**src/rtl/bcd_pkg.sv**
```systemverilog
// Shared constants, FSM state type and digit helpers for the 100-digit BCD serializer.
// Leading-zero suppression is selected with the BCD_LZS_EN macro in the top module.
package bcd_pkg;

  localparam int BCD_WIDTH  = 4;
  localparam int NUM_DIGITS = 100;
  localparam int SUM_WIDTH  = 400;
  localparam int BCD_MAX    = 9;
  localparam int IDX_WIDTH  = 7;

  // Beat index 100 is the decimal carry; 99..0 address the packed digits.
  localparam logic [IDX_WIDTH-1:0] CARRY_IDX = 7'd100;

  typedef enum logic [0:0] {
    IDLE = 1'b0,
    SEND = 1'b1
  } bcd_state_e;

  function automatic logic [BCD_WIDTH-1:0] bcd_digit_at(
    input logic [SUM_WIDTH-1:0] sum,
    input logic                 cout,
    input logic [IDX_WIDTH-1:0] idx
  );
    logic [BCD_WIDTH-1:0] digit;
    if (idx >= CARRY_IDX) begin
      digit = {3'b000, cout};
    end else begin
      digit = sum[{idx, 2'b00} +: BCD_WIDTH];
    end
    return digit;
  endfunction

  function automatic logic bcd_is_invalid(input logic [BCD_WIDTH-1:0] digit);
    return (digit > 4'(BCD_MAX));
  endfunction

endpackage

```
**src/rtl/bcd_lzc.sv**
```systemverilog
// Combinational priority encoder: index of the most significant non-zero BCD digit
// (0 when every digit is zero). Only instantiated when BCD_LZS_EN is defined.
module bcd_lzc
  import bcd_pkg::*;
(
  input  logic [SUM_WIDTH-1:0] digits,
  output logic [IDX_WIDTH-1:0] msd_idx
);

  // Ascending scan so the highest non-zero digit is the last one to win.
  always_comb begin
    msd_idx = 7'd0;
    for (int i = 0; i < NUM_DIGITS; i++) begin
      if (digits[i*BCD_WIDTH +: BCD_WIDTH] != 4'd0) begin
        msd_idx = 7'(i);
      end else begin
        msd_idx = msd_idx;
      end
    end
  end

endmodule

```
**src/rtl/bcd_serializer_100.sv**
```systemverilog
// Captures a 100-digit BCD sum plus carry and streams it most significant digit first.
// Define BCD_LZS_EN to enable leading-zero suppression (carry beat only when cout = 1).
module bcd_serializer_100
  import bcd_pkg::*;
(
  input  logic                 clk,
  input  logic                 rst_n,
  input  logic                 in_valid,
  output logic                 in_ready,
  input  logic [SUM_WIDTH-1:0] in_sum,
  input  logic                 in_cout,
  output logic                 out_valid,
  input  logic                 out_ready,
  output logic [BCD_WIDTH-1:0] out_digit,
  output logic                 out_last,
  output logic                 out_err,
  output logic                 busy
);

  bcd_state_e           state_q, state_d;
  logic [SUM_WIDTH-1:0] sum_q, sum_d;
  logic                 cout_q, cout_d;
  logic [IDX_WIDTH-1:0] idx_q, idx_d;
  logic                 valid_q, valid_d;
  logic [BCD_WIDTH-1:0] digit_q, digit_d;
  logic                 last_q, last_d;
  logic                 err_q, err_d;

  logic                 capture_s;
  logic                 accept_s;
  logic                 final_beat_s;
  logic [IDX_WIDTH-1:0] start_idx_s;
  logic [IDX_WIDTH-1:0] next_idx_s;
  logic [BCD_WIDTH-1:0] next_digit_s;

`ifdef BCD_LZS_EN
  logic [IDX_WIDTH-1:0] msd_idx_s;

  bcd_lzc u_lzc (
    .digits  (in_sum),
    .msd_idx (msd_idx_s)
  );

  assign start_idx_s = in_cout ? CARRY_IDX : msd_idx_s;
`else
  assign start_idx_s = CARRY_IDX;
`endif

  assign capture_s    = in_valid && (state_q == IDLE);
  assign accept_s     = valid_q && out_ready;
  assign final_beat_s = (idx_q == 7'd0);
  // Guarded against wrap: only used when the current index is non-zero.
  assign next_idx_s   = final_beat_s ? 7'd0 : (idx_q - 7'd1);

  always_ff @(posedge clk) begin
    if (!rst_n) begin
      state_q <= IDLE;
    end else begin
      state_q <= state_d;
    end
  end

  always_comb begin
    state_d = state_q;
    case (state_q)
      IDLE: begin
        if (capture_s) begin
          state_d = SEND;
        end else begin
          state_d = IDLE;
        end
      end
      SEND: begin
        if (accept_s && final_beat_s) begin
          state_d = IDLE;
        end else begin
          state_d = SEND;
        end
      end
      default: state_d = IDLE;
    endcase
  end

  always_comb begin
    sum_d        = sum_q;
    cout_d       = cout_q;
    idx_d        = idx_q;
    valid_d      = valid_q;
    digit_d      = digit_q;
    last_d       = last_q;
    err_d        = err_q;
    next_digit_s = 4'd0;
    case (state_q)
      IDLE: begin
        if (capture_s) begin
          next_digit_s = bcd_digit_at(in_sum, in_cout, start_idx_s);
          sum_d        = in_sum;
          cout_d       = in_cout;
          idx_d        = start_idx_s;
          valid_d      = 1'b1;
          digit_d      = next_digit_s;
          last_d       = (start_idx_s == 7'd0);
          err_d        = bcd_is_invalid(next_digit_s);
        end else begin
          valid_d = 1'b0;
        end
      end
      SEND: begin
        if (accept_s && final_beat_s) begin
          valid_d = 1'b0;
          digit_d = 4'd0;
          last_d  = 1'b0;
          err_d   = 1'b0;
        end else if (accept_s) begin
          next_digit_s = bcd_digit_at(sum_q, cout_q, next_idx_s);
          idx_d        = next_idx_s;
          digit_d      = next_digit_s;
          last_d       = (next_idx_s == 7'd0);
          err_d        = bcd_is_invalid(next_digit_s);
        end else begin
          valid_d = valid_q;
        end
      end
      default: begin
        valid_d = 1'b0;
        last_d  = 1'b0;
        err_d   = 1'b0;
      end
    endcase
  end

  always_ff @(posedge clk) begin
    if (!rst_n) begin
      sum_q   <= '0;
      cout_q  <= 1'b0;
      idx_q   <= 7'd0;
      valid_q <= 1'b0;
      digit_q <= 4'd0;
      last_q  <= 1'b0;
      err_q   <= 1'b0;
    end else begin
      sum_q   <= sum_d;
      cout_q  <= cout_d;
      idx_q   <= idx_d;
      valid_q <= valid_d;
      digit_q <= digit_d;
      last_q  <= last_d;
      err_q   <= err_d;
    end
  end

  assign in_ready  = (state_q == IDLE);
  assign busy      = (state_q == SEND);
  assign out_valid = valid_q;
  assign out_digit = digit_q;
  assign out_last  = last_q;
  assign out_err   = err_q;

endmodule

```
**config.mk**
```make
export PLATFORM = sky130hd
export DESIGN_NAME = bcd_serializer_100
export DESIGN_NICKNAME = d
export VERILOG_FILES = /design/src/rtl/bcd_pkg.sv /design/src/rtl/bcd_lzc.sv /design/src/rtl/bcd_serializer_100.sv
export SDC_FILE = /design/constraint.sdc
export NUM_CORES = 1
export LEC_CHECK = 0
export CORE_MARGIN = 3
export CORE_UTILIZATION = 45
export DETAILED_ROUTE_END_ITERATION = 8
export PLACE_DENSITY = 0.73
export RECOVER_POWER = 25
export SYNTH_ARGS = -nofsm -noshare
export SYNTH_HDL_FRONTEND = slang
export SYNTH_SLANG_ARGS = --single-unit
```
**constraint.sdc**
```tcl
create_clock -name clk -period 4.45 [get_ports clk]
set_clock_uncertainty 0.05 [all_clocks]
set_input_delay 0.89 -clock clk [delete_from_list [all_inputs] [get_ports clk]]
set_output_delay 0.89 -clock clk [all_outputs]
set_load 0.005 [all_outputs]
```
Word-level counts from Yosys, hierarchy flattened. Index checks and enable logic that the tools add are counted.

Register bits after elaboration: 416. Input bits: 405. Logic and storage cells: 55.

Add/subtract/negate cells: 1. Magnitude comparators: 3. Equal/unequal tests: 5. Shifts and indexed selects: 1. Muxes and demuxes: 28. Bitwise gates (word level): 1. Reductions and logical operators: 8.

Operators with widths (number): variable part select 400 x 10 -> 4 bit (1); two-way mux 4 bit (9); two-way mux 7 bit (4); zero test 7 bit (2); case mux 7 bit (2 select lines) (1); two-way mux 1 bit (9); greater-than comparator 4 bit, second input constant (2); case mux 1 bit (2 select lines) (4); case mux 4 bit (2 select lines) (1); greater-or-equal comparator 7 bit, second input constant (1); subtractor 7 x 1 -> 7 bit, second input constant (1); inequality test 2 x 1 -> 1 bit, second input constant (3); AND reduction 2 bit (2); logical AND 1 bit (3); inequality test 3 x 1 -> 1 bit, second input constant (1); AND reduction 3 bit (1); inequality test 2 bit, second input constant (1); NOT 1 bit (1).

Longest topological paths before layout.
Depth after elaboration: 11. Mapped depth: 18. Gate-level depth less buffers: 11.

Least setup slack after synthesis. No wires, ideal clock.

Path kind: register -> register. Start: register idx_q[0]. End: register digit_q[3] (netlist: out_digit[3]). Setup time: 0.128 ns. Data arrival time: 3.680 ns. Data required time: 4.272 ns. Slack: 0.593 ns. Cell stages (with the launch flop): 19. Buffers on the path: 7. Period minus slack after synthesis: 3.857 ns. Path through: dfxtp_1 > buf_2 > inv_2 > buf_2 > clkbuf_1 > clkbuf_1 > ha_1 > buf_2 > xor2_1 > buf_2 > clkbuf_1 > mux4_2 > nand2_1 > o211ai_1 > a32oi_1 > o32ai_1 > o22ai_1 > a2bb2oi_1 > nor2_1.

Longest elaborated chain between the ends: 10.

Ends and longest elaborated chain: from (decl) (line bcd_serializer_100.sv:23) `logic [IDX_WIDTH-1:0] idx_q, idx_d;`; from (signal assigned) (line bcd_serializer_100.sv:144) `idx_q <= idx_d;`; subtractor 7 x 1 -> 7 bit or zero test 7 bit (tied branches) (line bcd_serializer_100.sv:53, bcd_serializer_100.sv:51); two-way mux 7 bit (line bcd_serializer_100.sv:53) `assign next_idx_s = final_beat_s ? 7'd0 : (idx_q - 7'd1);`; variable part select 400 x 10 -> 4 bit or greater-or-equal comparator 7 bit (tied branches) (line bcd_pkg.sv:28, bcd_pkg.sv:25); two-way mux 4 bit (line bcd_pkg.sv:25) `if (idx >= CARRY_IDX) begin`; two-way mux 4 bit (line bcd_serializer_100.sv:114) `end else if (accept_s) begin`; two-way mux 4 bit (line bcd_serializer_100.sv:109) `if (accept_s && final_beat_s) begin`; two-way mux 4 bit (line bcd_serializer_100.sv:93) `case (state_q)`; two-way mux 4 bit (line bcd_serializer_100.sv:114); two-way mux 4 bit (line bcd_serializer_100.sv:109); case mux 4 bit (2 select lines) (line bcd_serializer_100.sv:93); to (signal assigned) (line bcd_serializer_100.sv:146) `digit_q <= digit_d;`; to (decl) (line bcd_serializer_100.sv:25) `logic [BCD_WIDTH-1:0] digit_q, digit_d;`.

Several ways; a longest one is shown, not always the timed one. The select of a mux whose other input is x is not followed. A chain may end at the register's enable or synchronous reset.

Worst setup path in the final report.
Start: register idx_q[1]. End: register err_q (netlist: out_err).

Longest elaborated chain between the ends: 11.

Ends and longest elaborated chain: subtractor 7 x 1 -> 7 bit or zero test 7 bit (tied branches) (line bcd_serializer_100.sv:53, bcd_serializer_100.sv:51); two-way mux 7 bit (line bcd_serializer_100.sv:53); variable part select 400 x 10 -> 4 bit or greater-or-equal comparator 7 bit (tied branches) (line bcd_pkg.sv:28, bcd_pkg.sv:25); two-way mux 4 bit (line bcd_pkg.sv:25); two-way mux 4 bit (line bcd_serializer_100.sv:114); two-way mux 4 bit (line bcd_serializer_100.sv:109); two-way mux 4 bit (line bcd_serializer_100.sv:93); greater-than comparator 4 bit (line bcd_pkg.sv:34) `return (digit > 4'(BCD_MAX));`; two-way mux 1 bit (line bcd_serializer_100.sv:114); two-way mux 1 bit (line bcd_serializer_100.sv:109); case mux 1 bit (2 select lines) (line bcd_serializer_100.sv:93); to (signal assigned) (line bcd_serializer_100.sv:148) `err_q <= err_d;`; to (decl) (line bcd_serializer_100.sv:27) `logic err_q, err_d;`.

Several ways; a longest one is shown, not always the timed one. The select of a mux whose other input is x is not followed.

==> summary.md <==
| Metric | Value |
|---|---|
| Share of cells above drive strength 1 | 6.54% |
| EDFF count, synth | 0 |
| Max VDD drop | 0.000235 V |
| Avg WL per Cell | 20.9 um |
| IO Pins | 414 |
| Syn_area_per_cell | 7.54 um^2 |
| Fill cells | 3584 |
| Initial antenna violation count | 2 |
| Grt total ovfl | 0 |
| Port bufs | 413 |
| Dpl ws | 0.735 ns |
| PwrDens | 398 nW/um^2 |
| Most common cell in the netlist | nand2_1 |
| Setup CP Type | reg -> reg |
| Fin util | 60.8% |
| Worst R2R Path Depth | 12 |
| Worst-Skew Late Latency | 0.57 ns |
| Netlist cell types | 79 |
| MaxCap Viol Count | 0 |
| Hold Crit Class | reg -> reg |
| Hold_ws | 0.402 ns |
| Status | finished, final reports clean |
| Top cells by count, synth | nand2_1, a21oi_1, dfxtp_1 |
| Setup bufs post-CTS | 0 |
| 1st-iter DRT viols | 1918 |
| Clock root buffer master | clkbuf_16 |
| WP data arrival | 4.22 ns |
| RR Endpoint | out_err |
| Slew margin rel. | 5.57% |
| Routed Antenna Nets | 0 |
| CTS tree | done |
| Mapped Area | 18400 um^2 |
| Largest net degree at the start of global routing | 123 |
| Routed Wire Length | 69.3 mm |
| Placement Cell Area | 23000 um^2 |
| Total negative slack | 0 ns |
| Crit path launch type | flip-flop |
| Fin area | 24400 um^2 |
| Total CTS buffers | 43 |
| Leak pwr | 8.93 nW |
| Die X | 208 um |
| CTS Buffer Depth | 3 |
| Number of global-route vias before repair | 18.1k |
| Die ar. | 43400 um^2 |
| Largest area contributor in the netlist | dfxtp_1 |
| Syn Inst Count | 2445 |
| Worst slew pin tran | 1.42 ns |
| Worst hold stages | 2 |
| Hold buffers post-CTS | 0 |
| Final setup viols | 0 |
| Hold EP | sum_q[121] |
| Syn. warnings | 0 |
| Core area | 40100 um^2 |
| Main area contributors after synthesis | dfxtp_1, nand2_1, a21oi_1 |
| Minimum clock period | 3.79 ns |
| CTS clk-pin slew, worst paths | 0.06 ns |
| Crit share post-route | 85.1% |
| Critical R2R Launch | idx_q[1] |
| HPWL Detailed | 49.5 mm |
| CTS Sinks | 416 |
| Gpl congestion | 0.926 |
| Syn nets | 2852 |
| RSZ-0062 raised after global routing | false |
| Post-synth top flop | dfxtp_1 |
| Flop-to-flop setup slack | 0.66 ns |
| Asr flop ratio synth | 0% |
| Total iterations of the first detailed-routing run | 6 |
| Setup WS post-layout | 0.661 ns |
| Starting Density | 46.0% |
| First-pass GRT wire length | 104 mm |
| Count of final hold-check violations | 0 |
| Post-synthesis sequential area ratio | 45.2% |
| Max Slew Vio Count | 0 |
| Crit-path max FO | 15 |
| Chip Height | 208 um |
| H-tree lvl count | 2 |
| WP data required | 4.89 ns |
| Site Rows | 73 |
| Nets | 3163 |
| Area grow syn2layout | 32.2% |
| Crit path capture type | flip-flop |
| Area share of the largest cell type after synthesis | 45.2% |
| Fmax achieved | 264 MHz |
| Resized cells post-CTS | 0 |
| Hold Startpoint | sum_q[121] |
| GRT Total Usage | 30.3% |
| Vias | 18.8k |
| DRC Markers | 0 |
| #FFs+latches synth | 416 |
| Via-to-Cell Ratio | 5.67 |
flip-flops by register name, indices dropped and copies added (netlist names):
name / count
out_err: 1
out_last: 1
out_valid: 1
idx_q: 7
busy: 1
cout_q: 1
out_digit: 4
sum_q: 400
report_power, final:
| part | internal, W | switching, W |
|---|---|---|
| clock network | 0.00215 | 0.00148 |
| registers | 0.00396 | 0.000148 |
| logic | 0.000810 | 0.00116 |
layout make-up:
type / count / area [um^2] / share of cell area (%)
clock buffer: 59 / 1270 / 5.21
tap: 525 / 657 / 2.70
clock inverter: 12 / 141 / 0.580
antenna: 2 / 5.00 / 0.0205
timing repair buffer: 469 / 4620 / 18.9
inverter: 6 / 31.3 / 0.128
multi-input combinational: 1820 / 9320 / 38.2
sequential: 416 / 8330 / 34.2
metrics by stage:
stage,cells,total power (W)
detailed placement,3236,0.00612
finish,3309,0.00970
floorplan,2445,0.00518
global placement,3236,0.00609
global route,3309,0.0100
CTS,3307,0.00972
metal layers:
metal / up-vias / track usage [%] / share of wire (%)
met5: - / 0 / 0
met4: 0 / 9.49 / 2.9
met3: 126 / 6.23 / 8.5
met2: 875 / 49.2 / 47
met1: 8845 / 40.5 / 42
li1: 8928 / - / -
layout by cell type (no fill, tap or decap), drive strengths merged, types with 5 or more instances in the layout:
master,netlist,layout
buf,43,48
inv,6,5
o211ai,14,14
clkdlybuf4s50,0,405
o21ai,47,47
a311o,5,5
a32oi,5,5
mux2i,50,50
a22oi,12,12
and3,5,5
and2,16,16
mux4,13,13
a21oi,430,430
or3,8,8
a221oi,15,15
a221o,6,6
nor2,47,47
dfxtp,416,416
nand4,6,6
or2,5,5
o221ai,13,13
a311oi,6,6
clkbuf,160,67
dlygate4sd3,0,8
o2111ai,5,5
nand2,924,924
o22ai,9,9
nor2b,11,11
a211oi,29,29
nor3,15,15
mux2,14,14
a31oi,33,33
nand3,27,27
clkinv,0,9
kinds of logic after synthesis:
kind of cell / synth area share (%)
multiplexers: 5.16
buffers and inverters: 4.73
adder cells (fa/ha/maj): 0.136
flip-flops: 45.2
AO/OA/AOI/OAI: 21.3
AND/OR/NAND/NOR: 23.4
XOR/XNOR: 0.143
worst max-delay path: stages (launching register included):
cell,delay (ns)
dfxtp_1,0.39
inv_1,0.15
ha_1,0.21
or4b_1,0.74
o21ai_4,0.58
buf_4,0.29
a221oi_1,0.09
a211oi_1,0.31
nor3_1,0.10
o22ai_1,0.34
o22ai_2,0.15
a21o_1,0.18
a21oi_1,0.12
worst max path at each step:
stage,startpoint,endpoint,slack (ns)
floorplan,idx_q[0],out_digit[3],0.59
global route,idx_q[1],out_err,0.43
global placement,idx_q[1],out_err,0.77
CTS,idx_q[1],out_err,0.69
detailed placement,idx_q[1],out_err,0.74
finish,idx_q[1],out_err,0.66
Power figures use the tool's default switching activity.
